**src/rtl/mmio_uart_tx.sv**
```systemverilog
// Memory-mapped 8N1 UART transmitter: an 8-byte register window on the core data bus
// feeds a small byte FIFO that is drained LSB-first onto the serial line.
module mmio_uart_tx #(
    parameter logic [31:0] BASE_ADDR    = 32'h0000_1000,
    parameter int          CLKS_PER_BIT = 16,
    parameter int          FIFO_DEPTH   = 4
) (
    input  logic        clk,
    input  logic        rst,
    input  logic        mem_we,
    input  logic [31:0] mem_addr,
    input  logic [31:0] mem_wdata,
    output logic [31:0] mem_rdata,
    output logic        tx,
    output logic        busy
);
    localparam int PW = $clog2(FIFO_DEPTH);
    localparam int CW = PW + 1;
    localparam int TW = (CLKS_PER_BIT > 1) ? $clog2(CLKS_PER_BIT) : 1;
    localparam logic [TW-1:0] TIMER_LAST = TW'(CLKS_PER_BIT - 1);
    localparam logic [CW-1:0] COUNT_FULL = CW'(FIFO_DEPTH);

    typedef enum logic [1:0] {IDLE, START, DATA, STOP} state_t;

    state_t          state, state_nx;
    logic [TW-1:0]   timer, timer_nx;
    logic [2:0]      bit_idx, bit_idx_nx;
    logic [7:0]      shift, shift_nx;
    logic            tx_nx;
    logic            timer_wrap;

    logic [7:0]      fifo_mem [FIFO_DEPTH];
    logic [PW-1:0]   wr_ptr, rd_ptr;
    logic [CW-1:0]   count;
    logic            ovf;
    logic            full, empty;
    logic            sel_txdata, sel_status;
    logic            push, pop, drop, ovf_clr;
    logic            unused_bits;

    // Decode on word addresses only; byte offset and upper data bits are don't-care.
    assign sel_txdata  = (mem_addr[31:2] == BASE_ADDR[31:2]);
    assign sel_status  = (mem_addr[31:2] == (BASE_ADDR[31:2] + 30'd1));
    assign unused_bits = &{1'b0, mem_wdata[31:8], mem_addr[1:0]};

    assign full    = (count == COUNT_FULL);
    assign empty   = (count == '0);
    assign pop     = (state == IDLE) && !empty;
    assign push    = mem_we && sel_txdata && (!full || pop);
    assign drop    = mem_we && sel_txdata && full && !pop;
    assign ovf_clr = mem_we && sel_status && mem_wdata[3];

    assign busy      = (state != IDLE) || !empty;
    assign mem_rdata = sel_status ? {28'b0, ovf, empty, full, busy} : 32'b0;

    always_ff @(posedge clk) begin
        if (push) begin
            fifo_mem[wr_ptr] <= mem_wdata[7:0];
        end
    end

    // A pop frees the slot in the same cycle, so a push into a full FIFO still lands then.
    always_ff @(posedge clk) begin
        if (!rst) begin
            wr_ptr <= '0;
            rd_ptr <= '0;
            count  <= '0;
            ovf    <= 1'b0;
        end else begin
            if (push) begin
                wr_ptr <= wr_ptr + 1'b1;
            end
            if (pop) begin
                rd_ptr <= rd_ptr + 1'b1;
            end
            if (push && !pop) begin
                count <= count + 1'b1;
            end else if (pop && !push) begin
                count <= count - 1'b1;
            end
            if (drop) begin
                ovf <= 1'b1;
            end else if (ovf_clr) begin
                ovf <= 1'b0;
            end
        end
    end

    always_ff @(posedge clk) begin
        if (!rst) begin
            state   <= IDLE;
            timer   <= '0;
            bit_idx <= '0;
            shift   <= '0;
            tx      <= 1'b1;
        end else begin
            state   <= state_nx;
            timer   <= timer_nx;
            bit_idx <= bit_idx_nx;
            shift   <= shift_nx;
            tx      <= tx_nx;
        end
    end

    assign timer_wrap = (timer == TIMER_LAST);

    // tx is registered from the next-state values so the line changes on the same edge as the FSM.
    always_comb begin
        state_nx   = state;
        timer_nx   = timer;
        bit_idx_nx = bit_idx;
        shift_nx   = shift;
        tx_nx      = 1'b1;

        case (state)
            IDLE: begin
                if (!empty) begin
                    shift_nx = fifo_mem[rd_ptr];
                    timer_nx = '0;
                    state_nx = START;
                end
            end
            START: begin
                if (timer_wrap) begin
                    timer_nx   = '0;
                    bit_idx_nx = '0;
                    state_nx   = DATA;
                end else begin
                    timer_nx = timer + 1'b1;
                end
            end
            DATA: begin
                if (timer_wrap) begin
                    timer_nx = '0;
                    if (bit_idx == 3'd7) begin
                        state_nx = STOP;
                    end else begin
                        shift_nx   = shift >> 1;
                        bit_idx_nx = bit_idx + 1'b1;
                    end
                end else begin
                    timer_nx = timer + 1'b1;
                end
            end
            STOP: begin
                if (timer_wrap) begin
                    timer_nx = '0;
                    state_nx = IDLE;
                end else begin
                    timer_nx = timer + 1'b1;
                end
            end
            default: begin
                state_nx = IDLE;
            end
        endcase

        case (state_nx)
            START:   tx_nx = 1'b0;
            DATA:    tx_nx = shift_nx[0];
            default: tx_nx = 1'b1;
        endcase
    end

endmodule

```
**config.mk**
```make
export PLATFORM = sky130hd
export DESIGN_NAME = mmio_uart_tx
export DESIGN_NICKNAME = d
export VERILOG_FILES = /design/src/rtl/mmio_uart_tx.sv
export SDC_FILE = /design/constraint.sdc
export NUM_CORES = 1
export LEC_CHECK = 0
export BUFFER_PORTS_ARGS = -buffer_cell sky130_fd_sc_hd__buf_2
export CAP_MARGIN = 20
export CORE_MARGIN = 1
export CORE_UTILIZATION = 25
export CTS_CLUSTER_SIZE = 28
export DETAILED_ROUTE_END_ITERATION = 8
export PLACE_DENSITY_LB_ADDON = 0.15
export SYNTH_ARGS = -nofsm -noshare
export SYNTH_HDL_FRONTEND = slang
export SYNTH_SLANG_ARGS = --single-unit
export TNS_END_PERCENT = 100
```
**constraint.sdc**
```tcl
create_clock -name clk -period 5.7 [get_ports clk]
set_input_delay 0.57 -clock clk [delete_from_list [all_inputs] [get_ports clk]]
set_output_delay 0.57 -clock clk [all_outputs]
set_load 0.01 [all_outputs]
```
# ---- Word level (Yosys, flattened, before mapping)
# Memory sizes are Yosys's and may differ from the RTL's. A register that Yosys moved wholly into a read port is not among the register bits.
# Cells that the tools add are included.
# Widths: inputs -> output; s select.
dict set report word_totals {
  mem_count 1
  mem_bits_rw 32
  ff_bits 26
  in_bits 67
}
dict set report op_classes {
  n_eq_ne 14
  n_reduce_logical 25
  muxes 27
  addsub 6
}
# memory words width rd rd_ports_with_merged_regs write_ports line
set memory_table {}
lappend memory_table {fifo_mem 4 8 1 1 1 32} ;# logic [7:0] fifo_mem [FIFO_DEPTH];
# operator n
set op_table {}
lappend op_table {{$eq 30x11->1 const B} 2}
lappend op_table {{$mux 8} 3}
lappend op_table {{$pmux 8 s2} 1}
lappend op_table {{$mux 3} 5}
lappend op_table {{$mux 2} 7}
lappend op_table {{$mux 4} 3}
lappend op_table {{$reduce_bool 2->1} 5}
lappend op_table {{$logic_and 1x1->1} 9}
lappend op_table {{$ne 2x2->1 const B} 4}
lappend op_table {{$pmux 2 s4} 1}
lappend op_table {{$pmux 4 s2} 1}
lappend op_table {{$reduce_and 4->1} 2}
lappend op_table {{$add 3x1->3 const B} 2}
lappend op_table {{$eq 2x2->1 const B} 3}
lappend op_table {{$eq 3x3->1 const B} 2}
lappend op_table {{$pmux 3 s2} 1}
lappend op_table {{$add 2x1->2 const B} 2}
lappend op_table {{$add 4x1->4 const B} 1}
lappend op_table {{$eq 2x1->1 const B} 2}
lappend op_table {{$eq 4x4->1 const B} 1}
lappend op_table {{$logic_not 1->1} 4}
lappend op_table {{$mux 1} 4}
lappend op_table {{$logic_not 3->1} 1}
lappend op_table {{$reduce_or 3->1} 1}
lappend op_table {{4 further kinds} 5}

# ---- Longest topological paths before layout
# Gate-level depths: netlist of run 1.
dict set report logic_depth {
  ltp_word 9
  depth_mapped 9
  mapped_depth_nobuf 9
}

# ---- Least setup slack after synthesis of run 1
# No wires, ideal clock.
dict set report synth_path {
  path_type {input port to flip-flop}
  startpoint {in mem_addr[21]}
  endpoint {reg count[2]}
  setup_slack_ns 2.893
  n_path_buf 0
  arrival_ns 2.737
  setup_time_ns 0.071
  stages 9
  path_cell_list {nor4_2 > nand4_2 > a2111oi_4 > ha_1 > inv_1 > fa_1 > xor2_1 > or3_1 > a21oi_1}
}
dict set report synth_via {
  elab_chain_cells 6
}
# item line
set synth_lines {}
lappend synth_lines {{from (decl)} 11} ;# input logic [31:0] mem_addr,
lappend synth_lines {{$eq 30x11->1 (*)} 42} ;# assign sel_txdata = (mem_addr[31:2] == BASE_ADDR[31:2]);
lappend synth_lines {{$logic_and 1x1->1 (*) (2 in series)} 49} ;# assign push = mem_we && sel_txdata && (!full || pop);
lappend synth_lines {{via push} 38} ;# logic push, pop, drop, ovf_clr;
lappend synth_lines {{$logic_not 1->1} 78} ;# end else if (pop && !push) begin
lappend synth_lines {{$logic_and 1x1->1} 78}
lappend synth_lines {{$reduce_bool 2->1 (no line)} --}
lappend synth_lines {{to (signal assigned)} 77} ;# count <= count + 1'b1;
lappend synth_lines {{to (signal assigned)} 79} ;# count <= count - 1'b1;
lappend synth_lines {{to (decl)} 34} ;# logic [CW-1:0] count;
# Mark *: on every way through the listed nets, which the timed path passes. The rest lies on a longest branch.
# A chain may end at the register's enable or synchronous reset.

# ---- Worst setup path in the final report of run 1
dict set report layout_path {
  startpoint {in mem_addr[5]}
  endpoint {reg count[2]}
}
# Same word-level chain as after synthesis.

==> results of run 1 <==
## worst max-delay path: cells and delay by family
kind | cells | cell delay [ns]
AOI/OAI and AO/OA | 2 | 0.65
buffers and inverters | 2 | 0.15
and+or+nand+nor | 3 | 0.96
xor gates and xnor gates | 1 | 0.16
adders and majority gates | 2 | 0.65
## cell families (layout without fill, tap and decap cells)
logic type / count (synthesis) / in the layout / share of synthesized area (%)
other cells: 1 / 28 / 0.129
xor+xnor: 5 / 5 / 1.50
fa+ha+maj: 9 / 9 / 4.12
compound gates: 32 / 32 / 8.37
simple gates: 88 / 88 / 16.2
buf+inv: 45 / 71 / 9.53
flops: 60 / 60 / 52.2
mux: 13 / 13 / 7.90
## layer usage
metal | vias up | wire length (um)
li1 | 967 | -
met4 | 0 | 69
met2 | 44 | 2820
met5 | - | 0
met1 | 942 | 2540
met3 | 7 | 227
## placed cells by master, fill, tap and decap left out, drive strengths merged, types with 2 or more instances in the layout
cell	synthesis	layout
nor2	23	23
clkinv	1	6
xor2	4	4
nand4	4	4
a21oi	7	7
and3	2	2
mux4	8	8
a32oi	2	2
o21ai	6	6
and2	6	6
buf	29	46
inv	8	9
mux2i	5	5
conb	1	28
or3	4	4
o2111ai	2	2
ha	8	8
clkbuf	7	9
nor3	5	5
nor3b	3	3
nand2	23	23
nor4	6	6
nand3	7	7
o221ai	4	4
edfxtp	32	32
dfxtp	28	28
## power by group
group	switching [mW]	internal, mW
registers	0.0563	0.506
logic	0.177	0.139
clock network	0.201	0.296
## stage by stage
step | hold slack (ns) | instances | worst slack, ns | power (mW) | utilization (%)
after floorplan | 0.436 | 280 | 2.89 | 0.817 | -
after global placement | 0.450 | 433 | 2.49 | 0.893 | 28.0
after detailed placement | 0.453 | 433 | 2.46 | 0.893 | 28.0
after CTS | 0.445 | 449 | 2.80 | 1.40 | 30.4
after global routing | 0.451 | 449 | 2.58 | 1.47 | 30.4
final | 0.458 | 449 | 2.80 | 1.38 | 30.4
## worst max-delay path by stage
stage / slack (ns) / cells past startpoint / from / end
CTS: 2.80 / 10 / mem_addr[5] / count[2]
global placement: 2.49 / 10 / mem_addr[5] / count[2]
floorplan: 2.89 / 9 / mem_addr[21] / count[2]
finish: 2.80 / 10 / mem_addr[5] / count[2]
detailed placement: 2.46 / 10 / mem_addr[5] / count[2]
global route: 2.58 / 10 / mem_addr[5] / count[2]
## sequential cells by signal (all words and copies together) (netlist names), named ones only
signal,count
tx,1
bit_idx,3
wr_ptr,2
ovf,1
fifo_mem,32
shift,8
state,2
timer,4
rd_ptr,2
count,3
## cell type report
class,count,area [um^2]
Tap cell,143,179
Sequential cell,60,1520
Clock inverter,7,52.6
Fill cell,1198,7910
Inverter,9,33.8
Clock buffer,9,225
Timing Repair Buffer,46,230
Multi-Input combinational cell,175,1220
==> out/qor.yml, run 1 <==
setup_path:
  r2r_start: "state[1]"
  worstPathCellList: "buf_2, nor4_1, nand4_1, a2111oi_4, ha_1, inv_1, fa_1, xor2_1, or3_1, a21oi_1"
  worst_path_max_delay_cell: "a2111oi_4"
  path_max_fanout: 7
  cp_slowest_stage_delay_ns: 0.51
  end_kind: "flop"
  worst-setup-path-type: "primary input to flop"
  rr_worst_depth: 8
  r2r_end: "count[2]"
  crit_arrival_ns: 3.15
  required_ns: 5.95
  cp-start-kind: "primary input"
  regToRegSetupSlack_ns: 2.88
grt:
  met2_usage_pct: 17.9
  globalRouteMet3Util_pct: 3.73
  grt.overflow.total: 0
  grt_pass1_wl_um: 9520
  antenna_found_initial: 0
  grt_max_degree: 18
  busiest_layer: "met2"
  grt_use_met1_pct: 12.6
  grt_usage_pct: 10.7
  grt_pass1_vias: 1975
clock_tree:
  cts_tree: "built"
  cts-resized-gates: 0
  root_buffer: "clkbuf_16"
  clk_pin_slew_worst_paths_ns: 0.06
  clockBufferDepth: 2
  htreeDepth: 3
  clock_sinks: 60
  numCtsBuffers: 9
  post-cts-setup-buffer-count: 0
  clock_latency_ns: 0.33
  holdBufCountCts: 0
die:
  die_h_um: 110
  initial_core_util_pct: 25.6
  die_x_um: 110
  core.rowCount: 39
  core_um2: 11400
  die_area_um2: 12100
  ioPinCount: 101
detailed_routing:
  drt_iter0_drc: 42
  vias: 1960
  antenna_left: 0
  wl_per_cell_um: 12.6
  routed_via_density: 4.37
  dr.pass1.iters: 4
  drc: 0
  drt_wl_total_um: 5660
yosys:
  async_flop_share_pct: 0
  synth_most_common_cell: "edfxtp_1"
  synth_ff_type: "edfxtp_1"
  ys_ff_latch: 60
  netlist_top_cells_area: "edfxtp_1 (33%), dfxtp_1 (19%), buf_4 (7.5%)"
  avgSynthCellArea_um2: 11.5
  yosys_warnings: 0
  synth-seq-area-share_pct: 52.2
  syn_area_um2: 2910
  yosysTopAreaCell: "edfxtp_1"
  ys_types: 50
  synth_edf_count: 32
  synth_top_area_share_pct: 33.0
  postSynthCellCount: 253
  synth_common_cells: "edfxtp_1 (32), buf_4 (29), dfxtp_1 (28), nand2_1 (23), nor2_1 (23)"
sta:
  hold_violations: 0
  rsz0062_at_grt: "no"
  worst_pin_slew_ns: 0.738
  finalSetupViolCount: 0
  max_freq_mhz: 345
  setup_tns_ns: 0
  min_period_ns: 2.90
  drv_slew: 0
  skew_ns: 0.00524
  relSlewSlack_pct: 50.4
  period_share_pct: 50.9
pwr:
  power.density_nw_per_um2: 398
  ir_drop_uv: 138
  p_leak_nw: 1.31
flow_run:
  maxCapViolCount: 0
min_path:
  hp-class: "flop to flop"
  min_delay_worst_endpoint: "bit_idx[1]"
  holdPathStages: 2
  min_from: "bit_idx[1]"
finish:
  syn2layout_area_growth_pct: 18.7
  diodes: 0
  design_area_um2: 3460
  drive_above_1_share_pct: 26.1
  design.final.nets: 377
placed_design:
  gp_congestion: 0.684
  hpwl_um: 4070
  port-buffer-count: 46
  placed_cell_area_um2: 3180
run_status:
  outcome: "completed"
Note: power is estimated with default switching activity, not from simulation.
==> run 2: changes to the inputs <==
--- a/config.mk
+++ b/config.mk
@@ -5,6 +5,7 @@
 export SDC_FILE = /design/constraint.sdc
 export NUM_CORES = 1
 export LEC_CHECK = 0
+export ABC_AREA = 1
 export BUFFER_PORTS_ARGS = -buffer_cell sky130_fd_sc_hd__buf_2
 export CAP_MARGIN = 20
 export CORE_MARGIN = 1
==> constraint.sdc (replaced) <==
create_clock -name clk -period 2.9 [get_ports clk]
set_input_delay 0.29 -clock clk [delete_from_list [all_inputs] [get_ports clk]]
set_output_delay 0.29 -clock clk [all_outputs]
set_load 0.01 [all_outputs]
==> run 2 against run 1 <==
The run now ends with DRC left; sequential power up 95%; power rose by 110%; global-route usage is 0.36 points lower; design area is 4.7% higher; largest cell class unchanged; highest routed layer unchanged; critical path depth up 2.
==> out/qor.yml, run 2 <==
run_status:
  outcome: "complete, but fails checks"
  violations: "DRC"
yosys:
  avgSynthCellArea_um2: 8.45
  synth_most_common_cell: "nand2_1"
  ys_ff_latch: 60
  synth_top_area_share_pct: 31.9
  synth_edf_count: 32
  yosysTopAreaCell: "edfxtp_1"
  synth-seq-area-share_pct: 50.6
  async_flop_share_pct: 0
  synth_ff_type: "edfxtp_1"
  syn_area_um2: 3010
  netlist_top_cells_area: "edfxtp_1 (32%), dfxtp_1 (19%), nand2_1 (8.7%)"
  postSynthCellCount: 356
  yosys_warnings: 0
  ys_types: 34
  synth_common_cells: "nand2_1 (70), inv_1 (49), nor2_1 (39), edfxtp_1 (32), buf_4 (30)"
pwr:
  switchingPower_mw: 0.995
  power.density_nw_per_um2: 809
  ir_drop_uv: 312
  p_leak_nw: 1.58
  p_sw_share_pct: 34.0
  clkPwrFrac_pct: 37.2
  power_frac_seq_pct: 37.5
  combPwrFrac_pct: 25.3
  p_int_mw: 1.94
sta:
  worst_pin_slew_ns: 0.572
  setup_tns_ns: 0
  finalSetupViolCount: 0
  rsz0062_at_grt: "no"
  relSlewSlack_pct: 61.8
  skew_ns: 0.00507
  hold_violations: 0
  max_freq_mhz: 416
  timing.hold.ws_ns: 0.170
  drv_slew: 0
  min_period_ns: 2.41
  period_share_pct: 82.9
placed_design:
  gp_congestion: 0.681
  port-buffer-count: 46
  hpwl_um: 4220
clock_tree:
  clock_sinks: 60
  clockBufferDepth: 2
  post-cts-setup-buffer-count: 0
  cts_tree: "built"
  numCtsBuffers: 9
  root_buffer: "clkbuf_16"
  cts-resized-gates: 0
  clock_latency_ns: 0.33
  clk_pin_slew_worst_paths_ns: 0.06
  htreeDepth: 3
  holdBufCountCts: 0
setup_path:
  critPathTopFamily: "simple AND/OR/NAND/NOR gates"
  critical_path_buf_inv_count: 3
  cp_slowest_stage_delay_ns: 0.38
  worst_path_max_delay_cell: "fa_1"
  required_ns: 3.11
  worstPathCellList: "nor2_1, inv_1, nand3_1, nand3_2, inv_1, ha_1, inv_1, fa_1, a21oi_1, o21ai_0, o21ai_0, a21oi_1"
  crit_arrival_ns: 2.62
  path_max_fanout: 8
  end_kind: "flop"
  worst-setup-path-type: "flop to flop"
  crit_top_cell: "inv_1"
  cp-start-kind: "flop"
die:
  ioPinCount: 101
  core.rowCount: 39
  die_area_um2: 12500
  core_um2: 11600
  die_h_um: 112
  die_x_um: 112
  initial_core_util_pct: 26.0
finish:
  max_flop_register: "fifo_mem"
  diodes: 0
  syn2layout_area_growth_pct: 20.4
  drive_above_1_share_pct: 18.3
  largest_reg_flops: 32
  final_common_cell: "nand2_1"
  design.final.nets: 487
  reg.largest.list: "fifo_mem x32, shift x8, timer x4"
  final_cell_mix: "nand2_1 (70), inv_1 (49), buf_2 (46), nor2_1 (39), edfxtp_1 (32)"
min_path:
  hp-class: "primary input to flop"
grt:
  grt_max_degree: 24
  grt_pass1_wl_um: 9940
  grt.overflow.total: 0
  grt_usage_pct: 10.3
  antenna_found_initial: 0
  grt_pass1_vias: 2086
detailed_routing:
  wl_per_cell_um: 10.7
  antenna_left: 0
  dr.pass1.iters: 6
  drc: 3
  vias: 2248
  routed_via_density: 4.02
  drt_wl_total_um: 5970
  drt_iter0_drc: 56
flow_run:
  maxCapViolCount: 0
==> run 2: power by group through the flow <==
stage	logic [mW]	clock network [mW]	registers (mW)
after detailed placement	0.750	0	1.12
after global routing	0.864	1.15	1.12
after floorplan	0.587	0	1.09
after CTS	0.754	1.12	1.10
after global placement	0.740	0	1.12
final	0.742	1.09	1.10
==> run 2: cells by family after synthesis <==
group | after synthesis | share of synthesized area [%]
compound gates | 51 | 9.40
simple gates | 147 | 20.8
flops | 60 | 50.6
fa+ha+maj | 9 | 3.99
other cells | 1 | 0.125
xor+xnor | 2 | 0.582
buf+inv | 86 | 14.6
==> run 2: area by class of cell <==
| class | count | area (um^2) |
|---|---|---|
| flip-flops and latches | 60 | 1520 |
| fillers | 1222 | 7940 |
| repair buffers | 51 | 268 |
| multi-input cells | 237 | 1150 |
| clock buffers | 9 | 225 |
| clock inverters | 7 | 82.6 |
| inverters | 52 | 195 |
| well taps | 143 | 179 |
==> run 2: through the flow <==
step                      setup WS, ns  std cells  instance area (um^2)  util (%)  total power [mW]
after global placement           0.477        543                  3310      28.7              1.86
after detailed placement         0.409        543                  3310      28.7              1.87
after global routing             0.223        559                  3620      31.3              3.14
after floorplan                  0.840        383                  3110         -              1.68
after CTS                        0.481        559                  3620      31.3              2.98
final                            0.495        559                  3620      31.3              2.93
==> run 2: layer usage <==
metal	up-vias	GRT usage (%)	part of all wire, %	wire (um)
met3	6	3.16	3.6	213
li1	1207	-	-	-
met4	0	4.05	0.99	59
met2	47	17.6	47	2830
met1	988	12.2	48	2860
met5	-	0	0	0
==> run 2: path summary, 6_finish.rpt <==
check / slack, ns / start / to / cells after the start
min: 0.17 / mem_wdata[0] / fifo_mem[3][0] / 1
max reg2reg: 0.49 / state[0] / count[2] / 12
min reg2reg: 0.46 / ovf / ovf / 2
max: 0.49 / state[0] / count[2] / 12
==> run 2: worst register-to-register path: cells and delay by family, from the launching register on <==
family                     cells  cell delay (ns)
AOI/OAI and AO/OA              4             0.52
adders and majority gates      2             0.52
buffers and inverters          3             0.30
DFF                            1             0.36
and+or+nand+nor                3             0.58
